## config.mk

```make
export PLATFORM = sky130hd
export DESIGN_NAME = i2c_receptor
export DESIGN_NICKNAME = d
export VERILOG_FILES = /design/src/rtl/i2c_receptor.sv
export SDC_FILE = /design/constraint.sdc
export NUM_CORES = 1
export LEC_CHECK = 0
export ABC_AREA = 1
export CORE_ASPECT_RATIO = 2
export CORE_UTILIZATION = 55
export DETAILED_ROUTE_END_ITERATION = 8
export PLACE_DENSITY = 0.77
export SLEW_MARGIN = 5
export SYNTH_ARGS = -nofsm -noshare
export SYNTH_HDL_FRONTEND = slang
export SYNTH_SLANG_ARGS = --single-unit
```

## constraint.sdc

```tcl
create_clock -name clk -period 1.89 [get_ports clk]
set_input_delay 0.189 -clock clk [delete_from_list [all_inputs] [get_ports clk]]
set_output_delay 0.189 -clock clk [all_outputs]
set_load 0.02 [all_outputs]
```

## src/rtl/i2c_receptor.sv

```systemverilog
// I2C target: resolves open-drain SDA, decodes START/STOP, ACKs SLV_ADDR, moves one 16-bit word per transfer (high byte first).
// Target SDA drive updates 1 clk after an SCL fall is seen; no backpressure, the generator owns all bus timing.
module i2c_receptor #(
  parameter logic [6:0] SLV_ADDR = 7'h2A,
  parameter int         DATA_W   = 16
) (
  input  logic              clk,
  input  logic              RESET,
  input  logic              SCL,
  input  logic              SDA_OUT,
  input  logic              SDA_OE,
  output logic              SDA_IN,
  input  logic [DATA_W-1:0] TX_DATA,
  output logic [DATA_W-1:0] RX_DATA,
  output logic              RX_VALID,
  output logic              BUSY,
  output logic              ADDR_HIT
);

  typedef enum logic [2:0] {
    IDLE, ADDR, ADDR_ACK, WR_BYTE, WR_ACK, RD_BYTE, RD_ACK, IGNORE
  } state_t;

  state_t            state, state_nxt;
  logic              slv_low, slv_low_nxt;
  logic              scl_q, sda_q;
  logic [2:0]        bit_cnt, bit_cnt_nxt;
  logic              full, full_nxt;
  logic [1:0]        byte_idx, byte_idx_nxt;
  logic [7:0]        shift, shift_nxt;
  logic              rnw, rnw_nxt;
  logic [15:0]       tx_sh, tx_sh_nxt;
  logic [7:0]        hi_byte, hi_nxt;
  logic [DATA_W-1:0] rx_data, rx_data_nxt;
  logic              rx_valid, rx_valid_nxt;
  logic              busy, busy_nxt;
  logic              addr_hit, hit_nxt;

  logic sda, rise, fall, start_c, stop_c, tx_bit;

  assign sda     = (SDA_OE ? SDA_OUT : 1'b1) & ~slv_low;
  assign rise    = SCL & ~scl_q;
  assign fall    = ~SCL & scl_q;
  assign start_c = scl_q & SCL & sda_q & ~sda;
  assign stop_c  = scl_q & SCL & ~sda_q & sda;
  // Bit k of byte 0 is tx_sh[15-k], of byte 1 tx_sh[7-k]; bit_cnt holds k after k rises.
  assign tx_bit  = tx_sh[{~byte_idx[0], ~bit_cnt}];

  always_comb begin
    state_nxt    = state;
    slv_low_nxt  = slv_low;
    bit_cnt_nxt  = bit_cnt;
    full_nxt     = full;
    byte_idx_nxt = byte_idx;
    shift_nxt    = shift;
    rnw_nxt      = rnw;
    tx_sh_nxt    = tx_sh;
    hi_nxt       = hi_byte;
    rx_data_nxt  = rx_data;
    rx_valid_nxt = 1'b0;
    busy_nxt     = busy;
    hit_nxt      = addr_hit;
    if (stop_c) begin
      state_nxt   = IDLE;
      slv_low_nxt = 1'b0;
      busy_nxt    = 1'b0;
      hit_nxt     = 1'b0;
    end else if (start_c) begin
      state_nxt    = ADDR;
      bit_cnt_nxt  = 3'd0;
      full_nxt     = 1'b0;
      byte_idx_nxt = 2'd0;
      slv_low_nxt  = 1'b0;
      busy_nxt     = 1'b1;
      hit_nxt      = 1'b0;
    end else begin
      // full marks the 8th rise so the following fall can close the byte.
      if (rise && (state == ADDR || state == WR_BYTE || state == RD_BYTE)) begin
        shift_nxt = {shift[6:0], sda};
        if (bit_cnt == 3'd7) full_nxt = 1'b1;
        else                 bit_cnt_nxt = bit_cnt + 3'd1;
      end
      case (state)
        ADDR: begin
          if (fall && full) begin
            full_nxt    = 1'b0;
            bit_cnt_nxt = 3'd0;
            if (shift[7:1] == SLV_ADDR) begin
              state_nxt   = ADDR_ACK;
              slv_low_nxt = 1'b1;
              rnw_nxt     = shift[0];
              hit_nxt     = 1'b1;
            end else begin
              state_nxt   = IGNORE;
              slv_low_nxt = 1'b0;
            end
          end
        end
        ADDR_ACK: begin
          if (fall) begin
            if (!rnw) begin
              state_nxt   = WR_BYTE;
              slv_low_nxt = 1'b0;
            end else begin
              state_nxt   = RD_BYTE;
              tx_sh_nxt   = TX_DATA[15:0];
              slv_low_nxt = ~TX_DATA[15];
            end
          end
        end
        WR_BYTE: begin
          if (fall && full) begin
            full_nxt    = 1'b0;
            bit_cnt_nxt = 3'd0;
            if (byte_idx < 2'd2) begin
              state_nxt   = WR_ACK;
              slv_low_nxt = 1'b1;
            end else begin
              state_nxt   = IGNORE;
              slv_low_nxt = 1'b0;
            end
          end
        end
        WR_ACK: begin
          if (fall) begin
            state_nxt    = WR_BYTE;
            slv_low_nxt  = 1'b0;
            byte_idx_nxt = byte_idx + 2'd1;
            if (byte_idx == 2'd0) begin
              hi_nxt = shift;
            end else if (byte_idx == 2'd1) begin
              rx_data_nxt  = {hi_byte, shift};
              rx_valid_nxt = 1'b1;
            end
          end
        end
        RD_BYTE: begin
          if (fall) begin
            if (full) begin
              state_nxt   = RD_ACK;
              full_nxt    = 1'b0;
              bit_cnt_nxt = 3'd0;
              slv_low_nxt = 1'b0;
            end else begin
              slv_low_nxt = ~tx_bit;
            end
          end
        end
        RD_ACK: begin
          if (rise) begin
            if (!sda && byte_idx == 2'd0) begin
              byte_idx_nxt = 2'd1;
              full_nxt     = 1'b1;
            end else begin
              state_nxt = IGNORE;
            end
          end else if (fall && full) begin
            state_nxt   = RD_BYTE;
            full_nxt    = 1'b0;
            bit_cnt_nxt = 3'd0;
            slv_low_nxt = ~tx_sh[7];
          end
        end
        IDLE, IGNORE: ;
        default: state_nxt = IDLE;
      endcase
    end
  end

  always_ff @(posedge clk or negedge RESET) begin
    if (!RESET) begin
      state    <= IDLE;
      slv_low  <= 1'b0;
      scl_q    <= 1'b1;
      sda_q    <= 1'b1;
      bit_cnt  <= 3'd0;
      full     <= 1'b0;
      byte_idx <= 2'd0;
      shift    <= 8'd0;
      rnw      <= 1'b0;
      tx_sh    <= 16'd0;
      hi_byte  <= 8'd0;
      rx_data  <= '0;
      rx_valid <= 1'b0;
      busy     <= 1'b0;
      addr_hit <= 1'b0;
    end else begin
      state    <= state_nxt;
      slv_low  <= slv_low_nxt;
      scl_q    <= SCL;
      sda_q    <= sda;
      bit_cnt  <= bit_cnt_nxt;
      full     <= full_nxt;
      byte_idx <= byte_idx_nxt;
      shift    <= shift_nxt;
      rnw      <= rnw_nxt;
      tx_sh    <= tx_sh_nxt;
      hi_byte  <= hi_nxt;
      rx_data  <= rx_data_nxt;
      rx_valid <= rx_valid_nxt;
      busy     <= busy_nxt;
      addr_hit <= hit_nxt;
    end
  end

  assign SDA_IN   = sda;
  assign RX_DATA  = rx_data;
  assign RX_VALID = rx_valid;
  assign BUSY     = busy;
  assign ADDR_HIT = addr_hit;

endmodule

```

Word level (Yosys, flattened, before mapping)
Cells that the tools add are included.
{ "word_totals": {"ff_bits": 64, "inputBits": 21, "out_inout_bits": 20, "elab_cells": 152} }
{ "op_classes": {"n_addsub": 2, "magnitude_cmp": 2, "n_eq_ne": 22, "muxes": 67, "bitwise_logic": 21, "n_reduce_logical": 23} }
{ "ops": {"columns": ["op", "n"], "rows": [
  ["3-bit 2-to-1 mux", 20],
  ["1-bit 2-to-1 mux", 36],
  ["4-bit inequality test (second input constant)", 6],
  ["5-bit AND reduction", 4],
  ["3-bit one-hot mux with 6 select lines", 1],
  ["3-bit == test (second input constant)", 4],
  ["1-bit inverter", 12],
  ["3-bit nonzero test", 4],
  ["2-bit 2-to-1 mux", 5],
  ["5-bit inequality test (second input constant)", 2],
  ["3-bit inequality test (second input constant)", 3],
  ["3-bit one-hot mux with 3 select lines", 1],
  ["9-bit AND reduction", 1],
  ["1-bit AND", 8],
  ["4-bit by 3-bit inequality test with 1-bit output (second input constant)", 2],
  ["8-bit AND reduction", 1],
  ["8-bit nonzero test", 1],
  ["7-bit by 6-bit == test with 1-bit output (second input constant)", 1],
  ["3-bit by 2-bit == test with 1-bit output (second input constant)", 2],
  ["1-bit one-hot mux with 6 select lines", 1],
  ["3-bit AND reduction", 2],
  ["6-bit AND reduction", 1],
  ["4-bit by 5-bit < comparator with 1-bit output (second input constant)", 1],
  ["1-bit binary-select mux with 4-bit select", 1],
  ["other kinds (14)", 17]
]} }

Depth between registers and ports, before layout
{ "logic_depth": {"ltp_word": 9, "mapped_depth": 12, "depth_no_buf": 12} }

Least setup slack after synthesis
No wires, ideal clock.
{ "synth_timing": {"path_type": "flip-flop to flip-flop", "start": "register slv_low", "end": "register state[0]", "setup_ns": 0.117, "arrival_ns": 1.532, "t_required_ns": 1.773, "slack_ns": 0.241, "stages_incl_launch_ff": 9, "n_path_buf": 0, "synth_period_minus_slack_ns": 1.649, "path_cell_list": "dfrtp_1 -> a21oi_1 -> nor2_1 -> nor2_2 -> nand2_1 -> nor2_2 -> nor2_2 -> nand3_1 -> nand2_1"} }
{ "synth_via": {"elab_chain_len": 6, "elab_cells_between_ends": 19, "cone_classes": "eq/ne: 8; mux: 2; bitwise: 5; reduce/logical: 4"} }
{ "synth_rtl": {"columns": ["element", "line_no", "source"], "rows": [
  ["start, declared", "25", "logic slv_low, slv_low_nxt;"],
  ["start signal, assigned", "189", "slv_low <= slv_low_nxt;"],
  ["1-bit inverter (*)", "41", "assign sda = (SDA_OE ? SDA_OUT : 1'b1) & ~slv_low;"],
  ["1-bit AND (*)", "41", null],
  ["via SDA_IN", "12", "output logic SDA_IN,"],
  ["1-bit inverter / 1-bit logical NOT (equally long branches)", "44, 151", null],
  ["1-bit AND / 1-bit logical AND (equally long branches)", "44, 151", null],
  ["5-bit inequality test (no source line) (tied with other cells)", null, null],
  ["9-bit AND reduction (no source line) / 3-bit 2-to-1 mux (equally long branches)", null, null],
  ["end signal, assigned", "188", "state <= state_nxt;"],
  ["end, declared", "24", "state_t state, state_nxt;"]
]} }
The timed path passes the listed nets; every way through them passes the cells marked *.
A chain may end at the register's enable or synchronous reset.

Worst setup path in the final report
{ "layout_timing": {"start": "register slv_low", "end": "output SDA_IN"} }
{ "layout_via": {"elab_chain_len": 2} }
{ "layout_rtl": {"columns": ["element", "line_no"], "rows": [
  ["1-bit inverter", "41"],
  ["1-bit AND", "41"],
  ["end, declared", "12"]
]} }
No other way between the ends.

==> metrics.yaml <==
status: "completed"
ant_nets: 0
startpoint: "slv_low"
whs_ns: 0.308
relSlewSlack_pct: 60.4
cp.depth: 2
root_buffer: "clkbuf_8"
antenna_cells: 0
synth_warnings: 0
hold_path_class: "in -> reg"
cts_num_sinks: 64
worst-path-max-fanout: 3
most-common-layout-cells: "nand2_1, dfrtp_1, inv_1"
fin_ws_ns: 0.0932
slowest_delay_ns: 0.65
drv_cap: 0
placementRows: 38
r2r_start: "state[0]"
crit_path_end: "SDA_IN"
design_area_um2: 3800
viasPerCell: 5.02
reg2reg_depth: 8
vias: 2430
multi_input_area_um2: 1220
htree_levels: 3
crit_chain: "a21oi_1 > clkdlybuf4s50_1"
synthesis.area_um2: 3090
tns_ns: 0
slowest_stage: "clkdlybuf4s50_1"
drive_gt1_share_pct: 15.1
drcViolationCount: 0
p_total_mw: 5.12
finalCritPeriodShare_pct: 95.1
worst_slew_pin_slew_ns: 0.594
leakage_nw: 1.90
cp_num_buf_inv: 1
netlist_instances: 363
grt_pass1_vias: 2469
syn_nets: 388
port_buffers: 40
gp_congestion: 0.900
yosysTopAreaCell: "dfrtp_1"
fp.coreArea_um2: 5420
setup.worst_path.start_class: "register"
synth_top_area_share_pct: 50.3
avgRoutedWirePerCell_um: 13.4
period_needed_ns: 1.80
vdd_drop_max_mv: 0.982
clkTransAtPathRegs_ns: 0.07
rrSetupSlack_ns: 0.24
clkLatencyLatePin_ns: 0.35
grt.total_usage_pct: 25.8
synth_area_leaders: "dfrtp_1, nand2_1, inv_1"
wirelength_um: 6480
drv_slew: 0
cts-resized-gates: 0
rsz0062_at_grt: "false"
fp.dieH_um: 108
grt_max_degree: 32
finClkSkew_ns: 0.00390
numCtsBuffers: 9
fill_cells: 448
holdPathStages: 1
pwr_density_cell_nw_per_um2: 1350
fmax_mhz: 557
io_pins: 41
cp_data_arrival_time_ns: 1.61
initial_core_util_pct: 56.9
clock_path_buffers: 2
seq_area_frac_synth_pct: 52.0
mostFrequentLayoutCell: "nand2_1"
pre_cts_slack_ns: 0.0722
path_delay_family: "buffers and inverters"
place_area_um2: 3600
hold_violations: 0
reg2reg_to: "state[2]"
synth_edf_count: 0
antenna_found_initial: 0
grt_pass1_wl_um: 10700
synth-seq-cells: 64
syn_area_per_cell_um2: 8.50
cts_tree: "done"
nets: 445
seqCellArea_um2: 1600
ys_types: 29
hpwl_um: 4870
end_kind: "primary output"
die-area_um2: 5930
setup_viol_count_final: 0
crit_type: "reg -> out"
required_ns: 1.70
async_flop_share_pct: 100
ys.flop_type: "dfrtp_1"
overflow: 0
synthToLayoutAreaGrowth_pct: 23.1
die_width_um: 55.0
first_pass_iters: 4
drt_iter0_markers: 62
==> routing by layer <==
layer / GRT usage [%] / part of all wire, %
met5: 0 / 0
met4: 13.2 / 3.0
met3: 6.33 / 2.7
met2: 44.9 / 55
met1: 26.9 / 39
==> repair_timing <==
item,4_1_cts,5_1_grt
endpoints found under the hold margin,21,0
hold buffers,1,0
buffers inserted,0,0
==> state kept, by name, indices dropped and copies added, names as in the netlist <==
name / count
RX_VALID: 1
full: 1
ADDR_HIT: 1
BUSY: 1
scl_q: 1
byte_idx: 2
shift: 8
RX_DATA: 16
hi_byte: 8
rnw: 1
state: 3
tx_sh: 16
sda_q: 1
slv_low: 1
bit_cnt: 3
==> cell families (layout without fill, tap and decap cells) <==
kind of cell | after synthesis | after routing | synth area share, %
multiplexers | 5 | 5 | 1.78
adder cells (fa/ha/maj) | 4 | 4 | 1.62
AND/OR/NAND/NOR | 170 | 170 | 24.1
flip-flops | 64 | 64 | 52.0
AO/OA/AOI/OAI | 60 | 60 | 12.0
buffers and inverters | 60 | 121 | 8.55
==> synthesized netlist by cell type (2+ instances only) <==
cell	count
clkbuf_1	2
inv_2	3
nand2_2	6
nor2_4	3
nor2_2	4
a21oi_1	14
dfrtp_1	62
o211ai_1	3
nand4_1	3
dfstp_2	2
o21ai_2	15
o21ai_0	24
nand3b_1	2
ha_1	4
nor3_1	4
buf_6	5
nand3_1	18
mux2_1	4
nor2_1	33
nand2_1	95
inv_1	49
==> area by class of cell <==
type	instances	area share, %
clock inverters	2	0.329
flip-flops and latches	64	42.2
multi-input cells	239	32.1
inverters	52	5.14
clock buffers	13	4.71
well taps	60	1.98
repair buffers	54	13.6
==> worst min path at each step <==
| stage | slack (ns) | start | endpoint |
|---|---|---|---|
| after floorplan | -0.11 | RESET | ADDR_HIT |
| after global placement | 0.22 | RESET | hi_byte[6] |
| after detailed placement | 0.24 | RESET | hi_byte[6] |
| after CTS | 0.30 | SCL | scl_q |
| after global routing | 0.32 | SCL | scl_q |
| final | 0.31 | SCL | scl_q |
==> power by group <==
group / leakage, nW / switching, mW / internal, mW / total (mW)
sequential: 0.779 / 0.278 / 1.74 / 2.02
combinational: 1.03 / 1.19 / 0.777 / 1.97
clock: 0.0975 / 0.516 / 0.610 / 1.13
total: 1.90 / 1.99 / 3.13 / 5.12
==> metrics by stage <==
| step | util (%) | cells |
|---|---|---|
| after CTS | 70.1 | 484 |
| after global placement | 66.4 | 468 |
| after global routing | 70.1 | 484 |
| final | 70.1 | 484 |
| after detailed placement | 66.4 | 468 |
| after floorplan | - | 363 |
Note: power is estimated with default switching activity, not from simulation.
==> RTL change 1 (same settings) <==
Put one more register stage on the output `RX_DATA`, with the module's reset. The value now appears one clock later. The other outputs are not delayed to match.
--- a/src/rtl/i2c_receptor.sv
+++ b/src/rtl/i2c_receptor.sv
@@ -206,3 +206,9 @@
   assign SDA_IN   = sda;
-  assign RX_DATA  = rx_data;
+  always_ff @(posedge clk or negedge RESET) begin
+    if (!RESET) begin
+      RX_DATA <= '0;
+    end else begin
+      RX_DATA <= rx_data;
+    end
+  end
   assign RX_VALID = rx_valid;
Behaviour: no difference found for any inputs over 10 cycles, from zero or initial values and one cycle with RESET low; that may be too few to reach the edited logic, so the function may still have changed.
==> RTL change 1 against the original RTL <==
- combinational power increased by 21%
- final area increased by 16%
- final cell count increased by 9.9%
- largest power group unchanged
- largest cell class unchanged
- worst hold slack improved by 66 ps
- total power increased by 38%
- routed wire length increased by 13%
- non-clock buffer count decreased by 3
- synthesized area increased by 15%
- worst setup slack improved by 7.5 ps
- sequential share of layout area increased by 3.1 points
- register-to-register slack improved by 20 ps
- die area increased by 15%
- sequential cell count increased by 16
==> RTL change 1: results (changes against the original RTL) <==
- Path category of the worst min-delay check: flip-flop to flip-flop (was primary input to flip-flop)
- First-pass GRT wire length: 12200 µm (was 10700 µm)
- Share of the synthesized netlist area taken by xor and xnor gates: 0.246% (was 0%)
- Share of synthesized area occupied by flip-flops and latches: 56.3% (was 52.0%)
- Register-to-Register Path Depth: 7 (was 8)
- IR Drop Worst-Case VDD: 0.00114 V (was 0.000982 V)
- Layout cell share with drive strength beyond 1: 13.7% (was 15.1%)
- Portion of netlist area occupied by mux cells: 0.422% (was 1.78%)
- Beginning of the worst register-to-register path: byte_idx[0] (was state[0])
- Library cells used by synthesis: 33 (was 29)
- Aggregate global-route resource usage: 24.7% (was 25.8%)
- Sw Pwr: 0.00251 W (was 0.00199 W)
- Via count of the first global-routing pass: 2729 (was 2469)
- Run status: complete, no violations (unchanged)
- Number of stages on the worst hold path: 0 (was 1)
- Worst Max-Slew Pin Slew: 515 ps (was 594 ps)
- Worst setup slack for register-to-register paths: 260 ps (was 240 ps)
- Worst min-delay path startpoint: rx_data[13] (was SCL)
- Adder and majority gate portion of the synthesized area: 1.41% (was 1.62%)
- CTS Root Cell: clkbuf_16 (was clkbuf_8)
- Number of filler cells placed in the layout: 502 (was 448)
- Cell types with the highest counts after synthesis: nand2_1 (89), dfrtp_1 (78), inv_1 (51), nor2_1 (28), nand3_1 (22) (was nand2_1 (95), dfrtp_1 (62), inv_1 (49), nor2_1 (33), o21ai_0 (24))
- Post-Synthesis Net Count: 414 (was 388)
- Compound-Gate Fraction of Synth Area: 10.3% (was 12.0%)
- Leakage Power: 2.24 nW (was 1.90 nW)
- Vias post-DR: 2681 (was 2430)
- Worst hold margin: 374 ps (was 308 ps)
RTL change 1: cell count changes after synthesis, sizes merged, moves of 5 or more:
cell / before / now
nor2: 40 / 35
a21oi: 14 / 20
inv: 52 / 59
nand3: 18 / 23
dfrtp: 62 / 78
RTL change 1: cell type report:
class,instances,share of cell area [%]
sequential,80,45.3
multi-input combinational,240,28.2
timing repair buffer,51,11.2
clock buffer,11,5.49
inverter,59,5.01
tap,86,2.43
clock inverter,5,2.35
RTL change 1: repair_timing:
item	CTS	global route
endpoints found under the hold margin	39	0
endpoints found under the setup margin	0	0
gates resized for setup	0	0
hold buffers	1	0
RTL change 1: layer usage:
metal,GRT usage [%],share of wire [%],wire [µm]
met5,0,0,0
met4,12.4,2.3,172
met3,5.13,2.5,180
met2,45.9,58,4270
met1,25.0,37,2720
RTL change 1: worst max path at each step:
stage               startpoint  endpoint  depth (start not counted)
global placement       SDA_OUT  state[0]                         12
floorplan              slv_low  state[0]                         10
detailed placement     SDA_OUT  state[1]                         12
CTS                    slv_low    SDA_IN                          2
finish                 slv_low    SDA_IN                          2
global route           slv_low    SDA_IN                          2
RTL change 1: power by group through the flow:
stage	sequential, W	clock, W	combinational (W)
floorplan	0.00270	0	0.00159
global placement	0.00268	0	0.00233
detailed placement	0.00270	0	0.00237
CTS	0.00268	0.00201	0.00241
global route	0.00274	0.00208	0.00268
finish	0.00268	0.00198	0.00239
RTL change 1: stage by stage:
| stage | cell area [µm²] | std cells |
|---|---|---|
| floorplan | 3560 | 389 |
| global placement | 4070 | 515 |
| detailed placement | 4070 | 515 |
| CTS | 4420 | 532 |
| global route | 4420 | 532 |
| finish | 4420 | 532 |
==> RTL change 2 (same settings) <==
Made on the original files. Encoding of `state_t`: now Gray code (3 bits for 8 states).
--- a/src/rtl/i2c_receptor.sv
+++ b/src/rtl/i2c_receptor.sv
@@ -20,3 +20,3 @@
   typedef enum logic [2:0] {
-    IDLE, ADDR, ADDR_ACK, WR_BYTE, WR_ACK, RD_BYTE, RD_ACK, IGNORE
+    IDLE = 3'b000, ADDR = 3'b001, ADDR_ACK = 3'b011, WR_BYTE = 3'b010, WR_ACK = 3'b110, RD_BYTE = 3'b111, RD_ACK = 3'b101, IGNORE = 3'b100
   } state_t;
Behaviour: no difference found for any inputs over 10 cycles, from zero or initial values and one cycle with RESET low; not proved beyond that.
==> RTL change 2 against the original RTL <==
- total power shrank 15%
- clock skew is 1.6 ps higher
- worst setup slack improved by 130 ps
- routed wire length increased by 6.6%
- final area increased by 5.2%
- sequential cell count stayed put
- largest cell class unchanged
- count of clock-buffer cells in the layout unchanged
- synthesized cell count grew 6.3%
- synthesized area is 5.0% higher
- highest routed layer unchanged
- sequential power down 18%
- critical endpoint is now state[0]
==> RTL change 2: results (changes against the original RTL) <==
- Post-layout nets: 462 (was 445)
- Sum of met2 wire segment lengths after detailed routing: 3820 µm (was 3590 µm)
- Largest fanout on the critical path: 5 (was 3)
- Beginning of the worst register-to-register path: scl_q (was state[0])
- Estimated wirelength of the detail-placed design: 5240 µm (was 4870 µm)
- Relative slew slack: 70.1% (was 60.4%)
- Mapped Cells: 386 (was 363)
- Compound-Gate Fraction of Synth Area: 12.6% (was 12.0%)
- Share of the synthesized netlist area taken by xor and xnor gates: 0.270% (was 0%)
- Combinational share of power: 26.5% (was 38.5%)
- Clock Pin Slew Worst Setup and Hold Paths: 50 ps (was 70 ps)
- IR Drop Worst-Case VDD: 0.000986 V (was 0.000982 V)
- Cell types occupying the most area after synthesis: dfrtp_1 (48%), nand2_1 (11%), inv_1 (5.7%), o21ai_2 (4.3%), nor2_1 (4.1%) (was dfrtp_1 (50%), nand2_1 (12%), inv_1 (6.0%), o21ai_2 (4.3%), nor2_1 (4.0%))
- Share of synthesized area occupied by flip-flops and latches: 49.5% (was 52.0%)
- Library cells used by synthesis: 31 (was 29)
- Aggregate global-route resource usage: 24.7% (was 25.8%)
- Non-filler instance count after layout: 503 (was 484)
- First-pass GRT wire length: 11800 µm (was 10700 µm)
- Register-to-Register Path Depth: 11 (was 8)
- Routed length on met1: 2640 µm (was 2520 µm)
- Number of design-rule violations left by the first detailed-router iteration: 101 (was 62)
- Placed instance area: 0.00370 mm² (was 0.00360 mm²)
- Areal power density over the cells: 1090 mW/mm² (was 1350 mW/mm²)
- Worst Hold Endpoint: scl_q (unchanged)
- Run status: complete, no violations (unchanged)
- Portion of netlist area occupied by mux cells: 1.39% (was 1.78%)
- Met3 capacity usage during global routing: 5.50% (was 6.33%)
- Latest clock arrival within the worst-skew pair: 330 ps (was 350 ps)
- Adder and majority gate portion of the synthesized area: 1.54% (was 1.62%)
- Critical path launch point type: flip-flop (unchanged)
- Reg-to-reg endpoint: state[0] (was state[2])
- Count of placed standard cells including taps: 486 (was 468)
- Met1 track utilization from global routing: 26.0% (was 26.9%)
- CTS Root Cell: clkbuf_16 (was clkbuf_8)
- Global placer's final weighted congestion: 0.927 (was 0.900)
- Critical path endpoint category: flip-flop (was output port)
- Largest net degree at the start of global routing: 65 (was 32)
- Worst hold margin: 322 ps (was 308 ps)
- Vias post-DR: 2660 (was 2430)
- Layout Skew: 5.45 ps (was 3.90 ps)
- Worst setup timing slack at the placement stage: 47.9 ps (was 72.2 ps)
- Leakage Power: 1.98 nW (was 1.90 nW)
- Sequential share of power: 38.0% (was 39.5%)
- Cell types with the highest counts after synthesis: nand2_1 (99), dfrtp_1 (62), inv_1 (49), nor2_1 (35), nand3_1 (24) (was nand2_1 (95), dfrtp_1 (62), inv_1 (49), nor2_1 (33), o21ai_0 (24))
- Detail-routed net length per standard cell: 13.7 µm (was 13.4 µm)
- Fraction of met2 tracks used by global routing: 44.0% (was 44.9%)
- Share of synthesized flip-flops with an asynchronous set or reset: 100% (unchanged)
## RTL change 2: changes by cell type in the layout (fill, tap and decap cells not counted), sizes merged, moves of 3 or more
cell and delta:
nand3 +8, nand2 +6, buf -4, nand4 -3, inv +5, a21oi +5
## RTL change 2: area by class of cell
cell class                 count  area [µm²]
clock inverter                 3        15.0
timing repair buffer          50         500
clock buffer                  13         270
sequential                    64        1600
multi-input combinational    255        1320
inverter                      57         216
fill                         473        1710
tap                           61        76.3
## RTL change 2: critical path, stage by stage, from the launching register on
cell and delay [ps]:
dfstp_2 540, nand2_1 70, inv_2 70, nand2_1 70
nor2_4 180, inv_2 120, nand2_2 120, a21oi_2 60
nor2_4 130, nand2_2 80, nand2_1 70, nand2_1 50
## RTL change 2: what timing repair did
action / 4_1_cts / 5_1_grt
endpoints found under the setup margin: 0 / 1
resized for setup: 0 / 1
hold buffers: 1 / 0
hold endpoints to repair: 62 / 0
setup buffers: 0 / 0
